==> src/rtl/turn_signal_pkg.sv <==
// Shared types for the tail-light cluster: FSM states, arbitration side, lamp bundles
// and the lamp pattern decode used by the controller.
package turn_signal_pkg;

  typedef enum logic [3:0] {
    IDLE   = 4'd0,
    L1     = 4'd1,
    L2     = 4'd2,
    L3     = 4'd3,
    R1     = 4'd4,
    R2     = 4'd5,
    R3     = 4'd6,
    HZ_ON  = 4'd7,
    HZ_OFF = 4'd8
  } state_t;

  typedef enum logic {
    LEFT  = 1'b0,
    RIGHT = 1'b1
  } side_t;

  typedef struct packed {
    logic a;
    logic b;
    logic c;
  } lamp_t;

  typedef struct packed {
    lamp_t lt;
    lamp_t rt;
  } cluster_t;

  // Base sequence pattern for a state, then the brake overlay on the opposite/idle side.
  function automatic cluster_t lamp_decode(input state_t s, input logic brk);
    cluster_t c;
    c = '0;
    case (s)
      L1:      c.lt = lamp_t'(3'b100);
      L2:      c.lt = lamp_t'(3'b110);
      L3:      c.lt = lamp_t'(3'b111);
      R1:      c.rt = lamp_t'(3'b100);
      R2:      c.rt = lamp_t'(3'b110);
      R3:      c.rt = lamp_t'(3'b111);
      HZ_ON:   c    = '1;
      default: c    = '0;
    endcase
    if (brk) begin
      case (s)
        L1, L2, L3: c.rt = '1;
        R1, R2, R3: c.lt = '1;
        default:    c    = '1;
      endcase
    end
    return c;
  endfunction

endpackage

==> src/rtl/turn_signal_ctrl_if.sv <==
// Driver-request and lamp-pin bundle between the cab switches and the tail-light controller.
interface turn_signal_ctrl_if;
  logic left_req;
  logic right_req;
  logic hazard_req;
  logic brake;
  logic la;
  logic lb;
  logic lc;
  logic ra;
  logic rb;
  logic rc;
  logic busy;
  logic tick;

  modport master (
    output left_req, right_req, hazard_req, brake,
    input  la, lb, lc, ra, rb, rc, busy, tick
  );

  modport slave (
    input  left_req, right_req, hazard_req, brake,
    output la, lb, lc, ra, rb, rc, busy, tick
  );
endinterface

==> src/rtl/tick_prescaler.sv <==
// Free-running step prescaler: counts 0..TICK_DIV-1 and strobes on the last count.
module tick_prescaler #(
  parameter int unsigned TICK_DIV = 4
) (
  input  logic clk,
  input  logic reset,
  output logic tick_o
);

  localparam int unsigned CW = $clog2(TICK_DIV);

  logic [CW-1:0] count_q;
  logic [CW-1:0] count_d;
  logic          last_c;

  assign last_c = (count_q == CW'(TICK_DIV - 1));
  assign tick_o = last_c;

  always_comb begin
    count_d = count_q + CW'(1);
    if (last_c) begin
      count_d = '0;
    end
  end

  always_ff @(posedge clk or posedge reset) begin
    if (reset) begin
      count_q <= '0;
    end else begin
      count_q <= count_d;
    end
  end

endmodule

==> src/rtl/turn_signal_ctrl.sv <==
// Tail-light controller: latches turn requests, arbitrates left/right round-robin,
// gives hazard priority and overlays brake on registered lamp outputs.
module turn_signal_ctrl
  import turn_signal_pkg::*;
#(
  parameter int unsigned TICK_DIV = 4
) (
  input  logic               clk,
  input  logic               reset,
  turn_signal_ctrl_if.slave  bus
);

  state_t   state_q, state_d;
  side_t    last_side_q, last_side_d;
  logic     pend_l_q, pend_l_d;
  logic     pend_r_q, pend_r_d;
  logic     brake_q;
  cluster_t lamps_q;
  logic     tick;
  logic     l_eff, r_eff, in_hazard;

  tick_prescaler #(.TICK_DIV(TICK_DIV)) u_prescaler (
    .clk    (clk),
    .reset  (reset),
    .tick_o (tick)
  );

  // A request arriving in the tick cycle itself must still win dispatch.
  assign l_eff     = pend_l_q | bus.left_req;
  assign r_eff     = pend_r_q | bus.right_req;
  assign in_hazard = (state_q == HZ_ON) || (state_q == HZ_OFF);

  always_comb begin
    state_d     = state_q;
    last_side_d = last_side_q;
    pend_l_d    = pend_l_q;
    pend_r_d    = pend_r_q;

    if (!in_hazard) begin
      pend_l_d = l_eff;
      pend_r_d = r_eff;
    end

    if (tick) begin
      case (state_q)
        IDLE: begin
          if (bus.hazard_req) begin
            state_d = HZ_ON;
          end else if ((l_eff && r_eff && (last_side_q == RIGHT)) || (l_eff && !r_eff)) begin
            state_d     = L1;
            last_side_d = LEFT;
            pend_l_d    = 1'b0;
          end else if (r_eff) begin
            state_d     = R1;
            last_side_d = RIGHT;
            pend_r_d    = 1'b0;
          end
        end
        L1:      state_d = bus.hazard_req ? HZ_ON : L2;
        L2:      state_d = bus.hazard_req ? HZ_ON : L3;
        L3:      state_d = bus.hazard_req ? HZ_ON : IDLE;
        R1:      state_d = bus.hazard_req ? HZ_ON : R2;
        R2:      state_d = bus.hazard_req ? HZ_ON : R3;
        R3:      state_d = bus.hazard_req ? HZ_ON : IDLE;
        HZ_ON:   state_d = bus.hazard_req ? HZ_OFF : IDLE;
        HZ_OFF:  state_d = bus.hazard_req ? HZ_ON : IDLE;
        default: state_d = IDLE;
      endcase
    end

    // Hazard wipes any queued turn so nothing replays afterwards.
    if ((state_d == HZ_ON) && (state_q != HZ_ON)) begin
      pend_l_d = 1'b0;
      pend_r_d = 1'b0;
    end
  end

  always_ff @(posedge clk or posedge reset) begin
    if (reset) begin
      state_q     <= IDLE;
      last_side_q <= RIGHT;
      pend_l_q    <= 1'b0;
      pend_r_q    <= 1'b0;
      brake_q     <= 1'b0;
      lamps_q     <= '0;
    end else begin
      state_q     <= state_d;
      last_side_q <= last_side_d;
      pend_l_q    <= pend_l_d;
      pend_r_q    <= pend_r_d;
      brake_q     <= bus.brake;
      lamps_q     <= lamp_decode(state_d, brake_q);
    end
  end

  assign bus.la   = lamps_q.lt.a;
  assign bus.lb   = lamps_q.lt.b;
  assign bus.lc   = lamps_q.lt.c;
  assign bus.ra   = lamps_q.rt.a;
  assign bus.rb   = lamps_q.rt.b;
  assign bus.rc   = lamps_q.rt.c;
  assign bus.busy = (state_q != IDLE);
  assign bus.tick = tick;

endmodule

==> src/flat_wrapper.sv <==
// flat-port wrapper written by rule: the top's interface ports become plain ports
module turn_signal_ctrl_flat import turn_signal_pkg::*;
#(
  parameter int unsigned TICK_DIV = 4
)
  (clk, reset, bus_left_req, bus_right_req, bus_hazard_req, bus_brake, bus_la, bus_lb, bus_lc, bus_ra, bus_rb, bus_rc, bus_busy, bus_tick);
  turn_signal_ctrl_if bus_i ();
  input  logic clk;
  input  logic reset;
  input wire logic [$bits(bus_i.left_req)-1:0] bus_left_req;
  input wire logic [$bits(bus_i.right_req)-1:0] bus_right_req;
  input wire logic [$bits(bus_i.hazard_req)-1:0] bus_hazard_req;
  input wire logic [$bits(bus_i.brake)-1:0] bus_brake;
  output wire logic [$bits(bus_i.la)-1:0] bus_la;
  output wire logic [$bits(bus_i.lb)-1:0] bus_lb;
  output wire logic [$bits(bus_i.lc)-1:0] bus_lc;
  output wire logic [$bits(bus_i.ra)-1:0] bus_ra;
  output wire logic [$bits(bus_i.rb)-1:0] bus_rb;
  output wire logic [$bits(bus_i.rc)-1:0] bus_rc;
  output wire logic [$bits(bus_i.busy)-1:0] bus_busy;
  output wire logic [$bits(bus_i.tick)-1:0] bus_tick;
  assign bus_i.left_req = bus_left_req;
  assign bus_i.right_req = bus_right_req;
  assign bus_i.hazard_req = bus_hazard_req;
  assign bus_i.brake = bus_brake;
  assign bus_la = bus_i.la;
  assign bus_lb = bus_i.lb;
  assign bus_lc = bus_i.lc;
  assign bus_ra = bus_i.ra;
  assign bus_rb = bus_i.rb;
  assign bus_rc = bus_i.rc;
  assign bus_busy = bus_i.busy;
  assign bus_tick = bus_i.tick;
  turn_signal_ctrl #(.TICK_DIV(TICK_DIV)) u_core (.clk(clk), .reset(reset), .bus(bus_i));
endmodule
==> config.mk <==
export PLATFORM = sky130hd
export DESIGN_NAME = turn_signal_ctrl_flat
export DESIGN_NICKNAME = d
export VERILOG_FILES = /design/src/rtl/turn_signal_pkg.sv /design/src/rtl/turn_signal_ctrl_if.sv /design/src/rtl/tick_prescaler.sv /design/src/rtl/turn_signal_ctrl.sv /design/src/flat_wrapper.sv
export SDC_FILE = /design/constraint.sdc
export NUM_CORES = 1
export LEC_CHECK = 0
export BUFFER_PORTS_ARGS = -buffer_cell sky130_fd_sc_hd__buf_2
export CAP_MARGIN = 20
export CORE_ASPECT_RATIO = 0.75
export CORE_MARGIN = 5
export CORE_UTILIZATION = 54
export DETAILED_ROUTE_END_ITERATION = 16
export GPL_ROUTABILITY_DRIVEN = 0
export PLACE_DENSITY = 0.73
export SYNTH_ARGS = -nofsm -noshare
export SYNTH_HDL_FRONTEND = slang
export SYNTH_SLANG_ARGS = --single-unit
==> constraint.sdc <==
create_clock -name clk -period 2.1 [get_ports clk]
set_clock_uncertainty 0.05 [all_clocks]
set_input_delay 0.105 -clock clk [delete_from_list [all_inputs] [get_ports clk]]
set_output_delay 0.105 -clock clk [all_outputs]
set_load 0.05 [all_outputs]
## After elaboration in Yosys (flattened, before gate mapping)

Index checks and enable logic that the tools add are counted.

| word-level totals | value |
|---|---|
| register bits after elaboration | 16 |
| bits of input ports | 6 |
| logic and storage cells | 81 |

| cells by class | value |
|---|---|
| $add $sub $neg | 1 |
| eq/ne operators | 17 |
| muxes and demuxes | 32 |
| bitwise operators | 3 |
| reduce and logical (&&, ||, !) cells | 16 |

Operators with widths:

| operator | count |
|---|---|
| $eq A4 B3 Y1 const B | 8 |
| $pmux W4 S7 | 1 |
| $mux W4 | 5 |
| $pmux W3 S3 | 2 |
| $eq A4 B2 Y1 const B | 4 |
| $mux W1 | 16 |
| $mux W3 | 5 |
| $reduce_or A3 Y1 | 3 |
| $eq A4 B1 Y1 const B | 2 |
| $mux W6 | 1 |
| $eq A4 B4 Y1 const B | 1 |
| $logic_and A1 B1 Y1 | 4 |
| $logic_not A4 Y1 | 1 |
| $mux W2 | 2 |
| $ne A4 B3 Y1 const B | 1 |
| $reduce_and A4 Y1 | 1 |
| $reduce_bool A4 Y1 | 1 |
| $reduce_or A2 Y1 | 2 |
| $add A2 B1 Y2 const B | 1 |
| $eq A2 B2 Y1 const B | 1 |
| $logic_or A1 B1 Y1 | 2 |
| $or A1 B1 Y1 | 2 |
| $reduce_bool A2 Y1 | 1 |
| $logic_not A1 Y1 | 1 |
| $not A1 Y1 | 1 |

## Depth between registers and ports, before layout

Gate-level depths: netlist of the first run.

| depth | value |
|---|---|
| word-level depth | 13 |
| gate-level depth with buffers | 8 |
| gate-level depth less buffers | 7 |

## By module

Synthesis of the first run repeated with hierarchy kept, for this count alone.

| second synthesis, totals | value |
|---|---|
| cell total of the unflattened synthesis | 91 |
| area total of the unflattened synthesis | 920.9 sq um |

Modules (own cells, without submodules):

| module | times used | cells each | area each (sq um) |
|---|---|---|---|
| turn_signal_ctrl | 1 | 86 | 850.8 |
| tick_prescaler | 1 | 5 | 70.1 |

## Worst setup path before layout of the first run

No wires, ideal clock.

| timing path | value |
|---|---|
| path type | reg-to-reg |
| start | register u_core.u_prescaler.count_q[0] |
| end | register u_core.lamps_q (netlist bit u_core.bus.la) |
| setup time | 124 ps |
| arrival time | 2,175 ps |
| required time | 1,926 ps |
| path slack | -249 ps |
| stages on the path, launching flop included | 8 |
| period minus slack after synthesis | 2,349 ps |
| path through | dfrtp_1 > ha_1 > clkbuf_1 > o31ai_1 > a21oi_1 > a21boi_1 > maj3_2 > o21bai_1 |

| on the way | value |
|---|---|
| word-level cells in the longest chain between the ends | 7 |
| elaborated cells between the ends (all ways) | 11 |
| classes of those cells | 5 x eq/ne; 4 x mux; 2 x reduce/logical |

Ends and longest elaborated chain:

| what | RTL line | RTL |
|---|---|---|
| from (decl) | tick_prescaler.sv:12 | `logic [CW-1:0] count_q;` |
| from (signal assigned) | tick_prescaler.sv:30 | `count_q <= count_d;` |
| $eq A2 B2 Y1 * | tick_prescaler.sv:16 | `assign last_c = (count_q == CW'(TICK_DIV - 1));` |
| via bus_tick | flat_wrapper.sv:21 | `output wire logic [$bits(bus_i.tick)-1:0] bus_tick;` |
| $mux W4 * | turn_signal_ctrl.sv:44 | `if (tick) begin` |
| $eq A4 B2 Y1 / $eq A4 B3 Y1 (equally long branches) | turn_signal_pkg.sv:37, turn_signal_pkg.sv:48 |  |
| $reduce_or A2 Y1 (no line) | - |  |
| $pmux W3 S3 | turn_signal_pkg.sv:37 | `case (s)` |
| $mux W3 | turn_signal_pkg.sv:48 | `case (s)` |
| $mux W6 * | turn_signal_pkg.sv:47 | `if (brk) begin` |
| to (signal assigned) | turn_signal_ctrl.sv:92 | `lamps_q <= lamp_decode(state_d, brake_q);` |
| to (decl) | turn_signal_ctrl.sv:18 | `cluster_t lamps_q;` |

The timed path passes the listed nets; every way through them passes the cells marked *.
A chain may end at the register's enable or synchronous reset.

## Final worst setup path of the first run

| timing path | value |
|---|---|
| start | register u_core.u_prescaler.count_q[0] |
| end | register u_core.pend_l_q |

| on the way | value |
|---|---|
| word-level cells in the longest chain between the ends | 5 |
| elaborated cells between the ends (all ways) | 6 |
| classes of those cells | 2 x eq/ne; 3 x mux; 1 x reduce/logical |

Ends and longest elaborated chain:

| what | RTL line | RTL |
|---|---|---|
| $eq A2 B2 Y1 | tick_prescaler.sv:16 |  |
| $mux W4 | turn_signal_ctrl.sv:44 |  |
| via u_core.state_d[0] | turn_signal_ctrl.sv:13 | `state_t state_q, state_d;` |
| $eq A4 B3 Y1 | turn_signal_ctrl.sv:72 | `if ((state_d == HZ_ON) && (state_q != HZ_ON)) begin` |
| $logic_and A1 B1 Y1 | turn_signal_ctrl.sv:72 |  |
| $mux W1 | turn_signal_ctrl.sv:72 |  |
| via u_core.pend_l_d | turn_signal_ctrl.sv:15 | `logic pend_l_q, pend_l_d;` |
| to (signal assigned) | turn_signal_ctrl.sv:89 | `pend_l_q <= pend_l_d;` |
| to (decl) | turn_signal_ctrl.sv:15 |  |

The timed path passes the listed nets, and every way through them passes these cells.

==> results of run 1 <==
-- per-layer routing --
layer  up-vias  wire, um  GRT usage (%)
met5         -         0              0
met4         0        19          6.944
met3         4       159          5.602
met2        29       951          25.17
met1       392       956          22.26
li1        396         -              -
-- tightest hold or removal path, stage by stage --
cell,delay [ps]
buf_2,110
a21oi_1,140
a211oi_1,60
-- through the flow --
stage | util (%) | hold WS (ps)
global placement | 62.49 | 133.4
global route | 68.21 | 133.3
floorplan | - | -31.98
detailed placement | 62.49 | 155.9
CTS | 65.93 | 118.8
finish | 68.21 | 118.7
-- synthesized netlist by cell type --
library cell	count	area (um^2)
o22ai_2	1	12.51
ha_1	1	12.51
a211oi_2	1	12.51
or4_4	1	11.26
a21oi_1	10	50.05
a31oi_1	3	18.77
clkbuf_1	1	3.750
o21a_1	1	7.510
o32ai_4	1	27.53
a21boi_1	1	7.510
a21boi_0	2	15.01
nand3_1	1	5.000
o31ai_1	3	22.52
nor4_2	1	12.51
nor2_1	7	26.28
nor2b_1	1	6.260
o21bai_1	3	22.52
inv_1	5	18.77
nand2_1	4	15.01
nor4b_4	1	23.77
a211oi_1	1	7.510
and2_1	1	6.260
a21oi_4	1	16.27
nand2b_1	1	6.260
inv_2	1	3.750
or2_2	1	6.260
o32ai_1	1	8.760
dfstp_2	1	26.28
buf_2	5	25.02
or3_1	2	12.51
or4b_1	1	10.01
xor2_1	1	8.760
and3_1	2	12.51
a2bb2oi_1	1	8.760
nor3b_2	1	12.51
maj3_2	1	11.26
nor4bb_1	1	10.01
a221oi_1	1	8.760
nor3_1	2	10.01
dfrtp_1	15	375.4
o21ai_0	5	25.02
or2_1	1	6.260
-- layout by cell type (no fill, tap or decap), types with 3 or more instances in the layout --
| cell | instances |
|---|---|
| buf_4 | 7 |
| a21oi_1 | 10 |
| dfrtp_1 | 15 |
| clkbuf_4 | 3 |
| inv_1 | 5 |
| buf_2 | 13 |
| nand2_1 | 3 |
| nor2_1 | 7 |
| o21ai_0 | 4 |
| a31oi_1 | 3 |
| o31ai_1 | 3 |
-- cell families (layout without fill, tap and decap cells) --
kind of cell	Yosys count	after routing	share of synthesized area, %
AOI/OAI and AO/OA	36	37	28.59
buffers and inverters	12	32	5.401
xor gates and xnor gates	1	1	0.9224
adders and majority gates	2	2	2.503
DFF	16	16	42.29
and+or+nand+nor	29	29	20.29
-- final timing paths --
| check | slack, ps | depth (start not counted) | endpoint | from |
|---|---|---|---|---|
| min reg2reg | 470 | 1 | u_core.u_prescaler.count_q[1] | u_core.u_prescaler.count_q[1] |
| max reg2reg | 70 | 7 | u_core.pend_l_q | u_core.u_prescaler.count_q[0] |
| max in group asynchronous | 1240 | 3 | u_core.brake_q | reset |
| min | 120 | 3 | u_core.pend_l_q | bus_left_req |
| max | 70 | 7 | u_core.pend_l_q | u_core.u_prescaler.count_q[0] |
| min in group asynchronous | 370 | 3 | u_core.bus.rc | reset |
-- cell type report --
type	instances	area [um^2]
clock buffers	4	36.28
fillers	138	543.0
inverters	6	22.52
multi-input cells	69	539.3
flip-flops and latches	16	401.6
well taps	22	27.53
repair buffers	22	137.6
-- power breakdown --
part | internal [mW] | switching (mW)
clock | 0.106 | 0.0966
combinational | 0.338 | 0.635
sequential | 0.421 | 0.0561
total | 0.864 | 0.787
-- timing repair --
action,4_1_cts,5_1_grt
pin swaps,0,1
resized for setup,1,5
endpoints found under the hold margin,16,0
setup buffers,0,2
setup endpoints to repair,2,7
cloned,0,1
hold buffers,2,0
==> qor.csv, run 1 <==
stage,metric,value,unit
worst_setup_path,nature of the critical path startpoint,register,
sta,fin crit share,96.54,%
sta,worst slew margin relative to its limit,59.77,%
sta,number of hold-slack violations in the final timing report,0,
placed_design,Post-DP Area,1067,um^2
die,Die H,46.32,um
routing,number of optimization iterations in the first detailed-route pass,4,
worst_setup_path,family with the most delay on the worst path,simple AND/OR/NAND/NOR gates,
synth,number of instances in the synthesized netlist,96,
global_routing,GR Overflow Total,0,
placed_design,port bufs,13,
run_status,run status,finished clean,
power,leakage power summed over all cells,0.4812,nW
final_layout,Post-Layout Cell Count,139,
routing,number of DRC markers after the initial detailed-route iteration,20,
worst_setup_path,Crit path required time,2230,ps
final_layout,Antenna Diode Count,0,
synth,sequential-to-total area share from yosys stat,42.29,%
synth,Post-Syn Area per Cell,9.892,um^2
cts,cell chosen for the clock root,clkbuf_4,
die,area of the die,2706,um^2
global_routing,overall track demand over capacity in global routing,16.77,%
worst_setup_path,worst path buffer plus inverter count,0,
final_layout,ratio of cells with drive above 1 in the final layout,35.90,%
cts,clock transition at the registers of the reported paths,90,ps
final_layout,Final #Nets,125,
power,ratio of total power to cell area,1418,nW/um^2
final_layout,area delta synth->final,22.66,%
power,Final Total Pwr,1.651,mW
placed_design,DP Worst Slack,-28.75,ps
worst_setup_path,maximum fanout count along the critical path,4,
cts,insertion delay to the later sink of the worst-skew pair,290,ps
synth,net count of the mapped netlist,103,
power,maximum vdd ir drop,0.0006757,V
worst_setup_path,CP Class,reg -> reg,
placed_design,DP Wirelength,1461,um
worst_setup_path,Crit-path slowest cell,or4b_4,
cts,CTS tree,built,
routing,number of remaining DRC errors,0,
final_layout,"flip-flop count of the largest register, all copies and words added",4,
global_routing,number of antenna violations at the first check in global routing,0,
sta,final worst-path setup slack,72.71,ps
sta,# setup viols final,0,
routing,post-detailed-route count of antenna-violating nets,0,
final_layout,cell area after layout,1165,um^2
synth,mapped cell area,949.7,um^2
die,Placeable Area,1708,um^2
sta,Worst-Margin Slew,602.8,ps
worst_setup_path,cell-by-cell listing of the critical path,ha_4 -> or4b_4 -> o21bai_4 -> o32ai_4 -> nand2_2 -> nor4b_4 -> a211oi_1,
job,reported max-cap violation count,0,
routing,DR WL/cell,15.01,um
min_path,path class of the lowest-slack min-delay path,in -> reg,
cts,number of sinks on the clock net,16,
cts,deepest level of the CTS H-tree,1,
synth,number of synthesis warnings,0,
sta,Total Negative Setup Slacks,0,ps
global_routing,vias in the first global route,740,
routing,Via density,5.906,
sta,timing-limited maximum frequency,0.4933,GHz
final_layout,registers with the highest flip-flop counts,"u_core.state_q x4, u_core.u_prescaler.count_q x2",
worst_setup_path,largest incremental delay on the critical path,470,ps
die,effective utilization at floorplan,55.60,%
sta,clock period minus final worst setup slack,2027,ps
worst_setup_path,arrival time at the worst endpoint,2150,ps
cts,Longest Clk Path Bufs,2,
final_layout,Reg with most FFs,u_core.state_q,
routing,count of vias placed by the detailed router,821,
placed_design,Inst Count DP,130,
worst_setup_path,critical path capture point type,register,
sta,Max Slew Vio Count,0,
die,Die Span X,58.43,um
die,standard-cell rows,13,
synth,"FF+latch count, synth",16,
global_routing,global-route wire length before repair,3325,um
cts,total CTS buffers,3,
routing,final routed wirelength across all metal layers,2087,um
global_routing,largest net degree at the start of global routing,17,
sta,setup repair after global routing missed its margin,yes,
synth,Yosys cell types,42,
die,number of ports placed on the die boundary,14,
Power figures use the tool's default switching activity.
==> run 2, diff against run 1 <==
--- a/config.mk
+++ b/config.mk
@@ -9,10 +9,11 @@
 export CAP_MARGIN = 20
 export CORE_ASPECT_RATIO = 0.75
 export CORE_MARGIN = 5
-export CORE_UTILIZATION = 54
+export CORE_UTILIZATION = 31
+export CTS_CLUSTER_DIAMETER = 120
 export DETAILED_ROUTE_END_ITERATION = 16
 export GPL_ROUTABILITY_DRIVEN = 0
-export PLACE_DENSITY = 0.73
+export PLACE_DENSITY = 0.46
 export SYNTH_ARGS = -nofsm -noshare
 export SYNTH_HDL_FRONTEND = slang
 export SYNTH_SLANG_ARGS = --single-unit
==> run 2 against run 1 <==
Against the previous run:
- design area increased by 9.2%
- register-to-register slack got worse by 30 ps
- critical path depth increased by 1
- flip-flop and latch count unchanged
- clock-buffer cell count unchanged
- sequential power about the same
- highest routed layer is now met3
==> qor.csv, run 2 (synthesis results as in run 1) <==
stage,metric,value,unit,change
global_routing,vias in the first global route,769,,+3.9%
sta,Max Slew Vio Count,0,,unchanged
routing,number of DRC markers after the initial detailed-route iteration,111,,+460%
sta,fin crit share,98.01,%,+1.5 points
placed_design,DP Worst Slack,-53.18,ps,-24.43 ps
placed_design,DP Wirelength,1530,um,+4.8%
die,Die H,57.94,um,+25%
worst_setup_path,CP Class,reg -> reg,,
worst_setup_path,Crit path required time,2230,ps,about the same
final_layout,most common library cell in the layout ignoring fill and taps,dfrtp_1,,
worst_setup_path,critical path capture point type,register,,
final_layout,Final #Nets,132,,+5.6%
worst_setup_path,worst setup path start,u_core.u_prescaler.count_q[0],,
final_layout,area delta synth->final,33.99,%,
global_routing,GR Overflow Total,0,,unchanged
cts,cell chosen for the clock root,clkbuf_8,,
worst_setup_path,reg2reg setup slack,40,ps,-30 ps
sta,Total Negative Setup Slacks,0,ps,unchanged
sta,worst slew margin relative to its limit,59.67,%,-0.094 points
final_layout,cell area after layout,1272,um^2,+9.2%
final_layout,most frequent cells in the layout,"dfrtp_1 (15), buf_4 (14), buf_2 (13)",,
routing,post-detailed-route count of antenna-violating nets,0,,unchanged
die,number of ports placed on the die boundary,14,,unchanged
die,Placeable Area,2935,um^2,+72%
run_status,run status,finished clean,,
final_layout,layout filler cell count,284,,+110%
die,standard-cell rows,17,,+4
sta,setup repair after global routing missed its margin,yes,,
routing,final routed wirelength across all metal layers,2094,um,+0.34%
cts,total CTS buffers,3,,unchanged
sta,# setup viols final,0,,unchanged
global_routing,global-route wire length before repair,3760,um,+13%
job,reported max-cap violation count,0,,unchanged
sta,post-route worst hold slack,165.0,ps,+46.38 ps
final_layout,"flip-flop count of the largest register, all copies and words added",4,,unchanged
power,ratio of total power to cell area,1439,nW/um^2,+1.5%
min_path,path class of the lowest-slack min-delay path,in -> reg,,
global_routing,overall track demand over capacity in global routing,11.09,%,-5.7 points
worst_setup_path,capturing instance or port of the critical path,u_core.bus.la,,
cts,CTS tree,built,,
routing,number of optimization iterations in the first detailed-route pass,4,,unchanged
routing,count of vias placed by the detailed router,821,,unchanged
placed_design,port bufs,13,,unchanged
final_layout,Antenna Diode Count,0,,unchanged
die,effective utilization at floorplan,32.35,%,-23 points
cts,Longest Clk Path Bufs,2,,unchanged
power,leakage power summed over all cells,0.5293,nW,+10%
worst_setup_path,endpoint of the lowest-slack register-to-register path,u_core.bus.la,,
sta,clock period minus final worst setup slack,2058,ps,+30.91 ps
final_layout,registers with the highest flip-flop counts,"u_core.state_q x4, u_core.u_prescaler.count_q x2",,
placed_design,Post-DP Area,1125,um^2,+5.4%
routing,Via density,5.068,,-14%
cts,deepest level of the CTS H-tree,1,,unchanged
final_layout,ratio of cells with drive above 1 in the final layout,41.94,%,+6.0 points
routing,DR WL/cell,12.93,um,-14%
worst_setup_path,nature of the critical path startpoint,register,,
worst_setup_path,arrival time at the worst endpoint,2180,ps,+30 ps
sta,final worst-path setup slack,41.80,ps,-30.91 ps
die,Die Span X,73.91,um,+27%
worst_setup_path,source of the worst register-to-register timing path,u_core.u_prescaler.count_q[0],,
final_layout,area used by multi-input combinational logic,540.5,um^2,+0.23%
routing,number of remaining DRC errors,0,,unchanged
power,maximum vdd ir drop,0.0005136,V,-24%
die,area of the die,4282,um^2,+58%
global_routing,largest net degree at the start of global routing,17,,unchanged
global_routing,number of antenna violations at the first check in global routing,0,,unchanged
sta,number of hold-slack violations in the final timing report,0,,unchanged
cts,clock transition at the registers of the reported paths,60,ps,-30 ps
worst_setup_path,maximum fanout count along the critical path,3,,-1
final_layout,Reg with most FFs,u_core.state_q,,
sta,timing-limited maximum frequency,0.4859,GHz,-1.5%
worst_setup_path,length in cells of the worst reg-to-reg path,8,,+1
cts,number of sinks on the clock net,16,,unchanged
sta,Worst-Margin Slew,604.3,ps,+1.414 ps
final_layout,Seq. cell area,401.6,um^2,unchanged
cts,insertion delay to the later sink of the worst-skew pair,250,ps,-40 ps
[run 2: worst min-delay path by stage]
stage	from	to	slack, ps	cells past startpoint
floorplan	reset	u_core.brake_q	-30	1
global placement	reset	u_core.pend_r_q	150	2
detailed placement	reset	u_core.bus.ra	160	2
CTS	bus_left_req	u_core.pend_l_q	130	3
global route	bus_left_req	u_core.pend_l_q	190	3
finish	bus_left_req	u_core.last_side_q	170	4
[run 2: power breakdown]
part | total, mW | leakage [nW] | switching [mW] | internal, mW
Clock | 0.273 | 0.0288 | 0.106 | 0.166
Combinational | 1.08 | 0.321 | 0.640 | 0.438
Sequential | 0.480 | 0.179 | 0.0586 | 0.422
[run 2: metal layers]
layer / wire [um] / global-route usage, %
met5: 0 / 0
met4: 0 / 0.7752
met3: 115 / 3.813
met2: 943 / 16.29
met1: 1035 / 16.38
[run 2: final cells by class]
class,instances,share of cell area [%]
Clock buffer,4,4.326
Inverter,6,2.065
Timing Repair Buffer,30,15.83
Tap cell,38,3.736
Sequential cell,16,31.56
Multi-Input combinational cell,68,42.48
[run 2: timing repair]
item | 4_1_cts | 5_1_grt
hold endpoints to repair | 16 | 0
resized for setup | 2 | 7
setup buffers | 1 | 4
hold buffers | 2 | 0
setup endpoints to repair | 2 | 6
pin swaps | 2 | 7
[run 2: critical path: stages, from the launching register on]
cell      delay, ps
dfrtp_1         380
ha_4            140
or4b_4          470
o21bai_4        190
o32ai_4         160
buf_6           150
inv_2            30
maj3_2          280
o21bai_1        140
[run 2: per-stage QoR]
stage	total power [mW]	instances	utilization (%)
floorplan	1.203	96	-
global placement	1.462	151	38.32
detailed placement	1.458	151	38.32
CTS	1.761	158	41.35
global route	1.967	162	43.35
finish	1.831	162	43.35
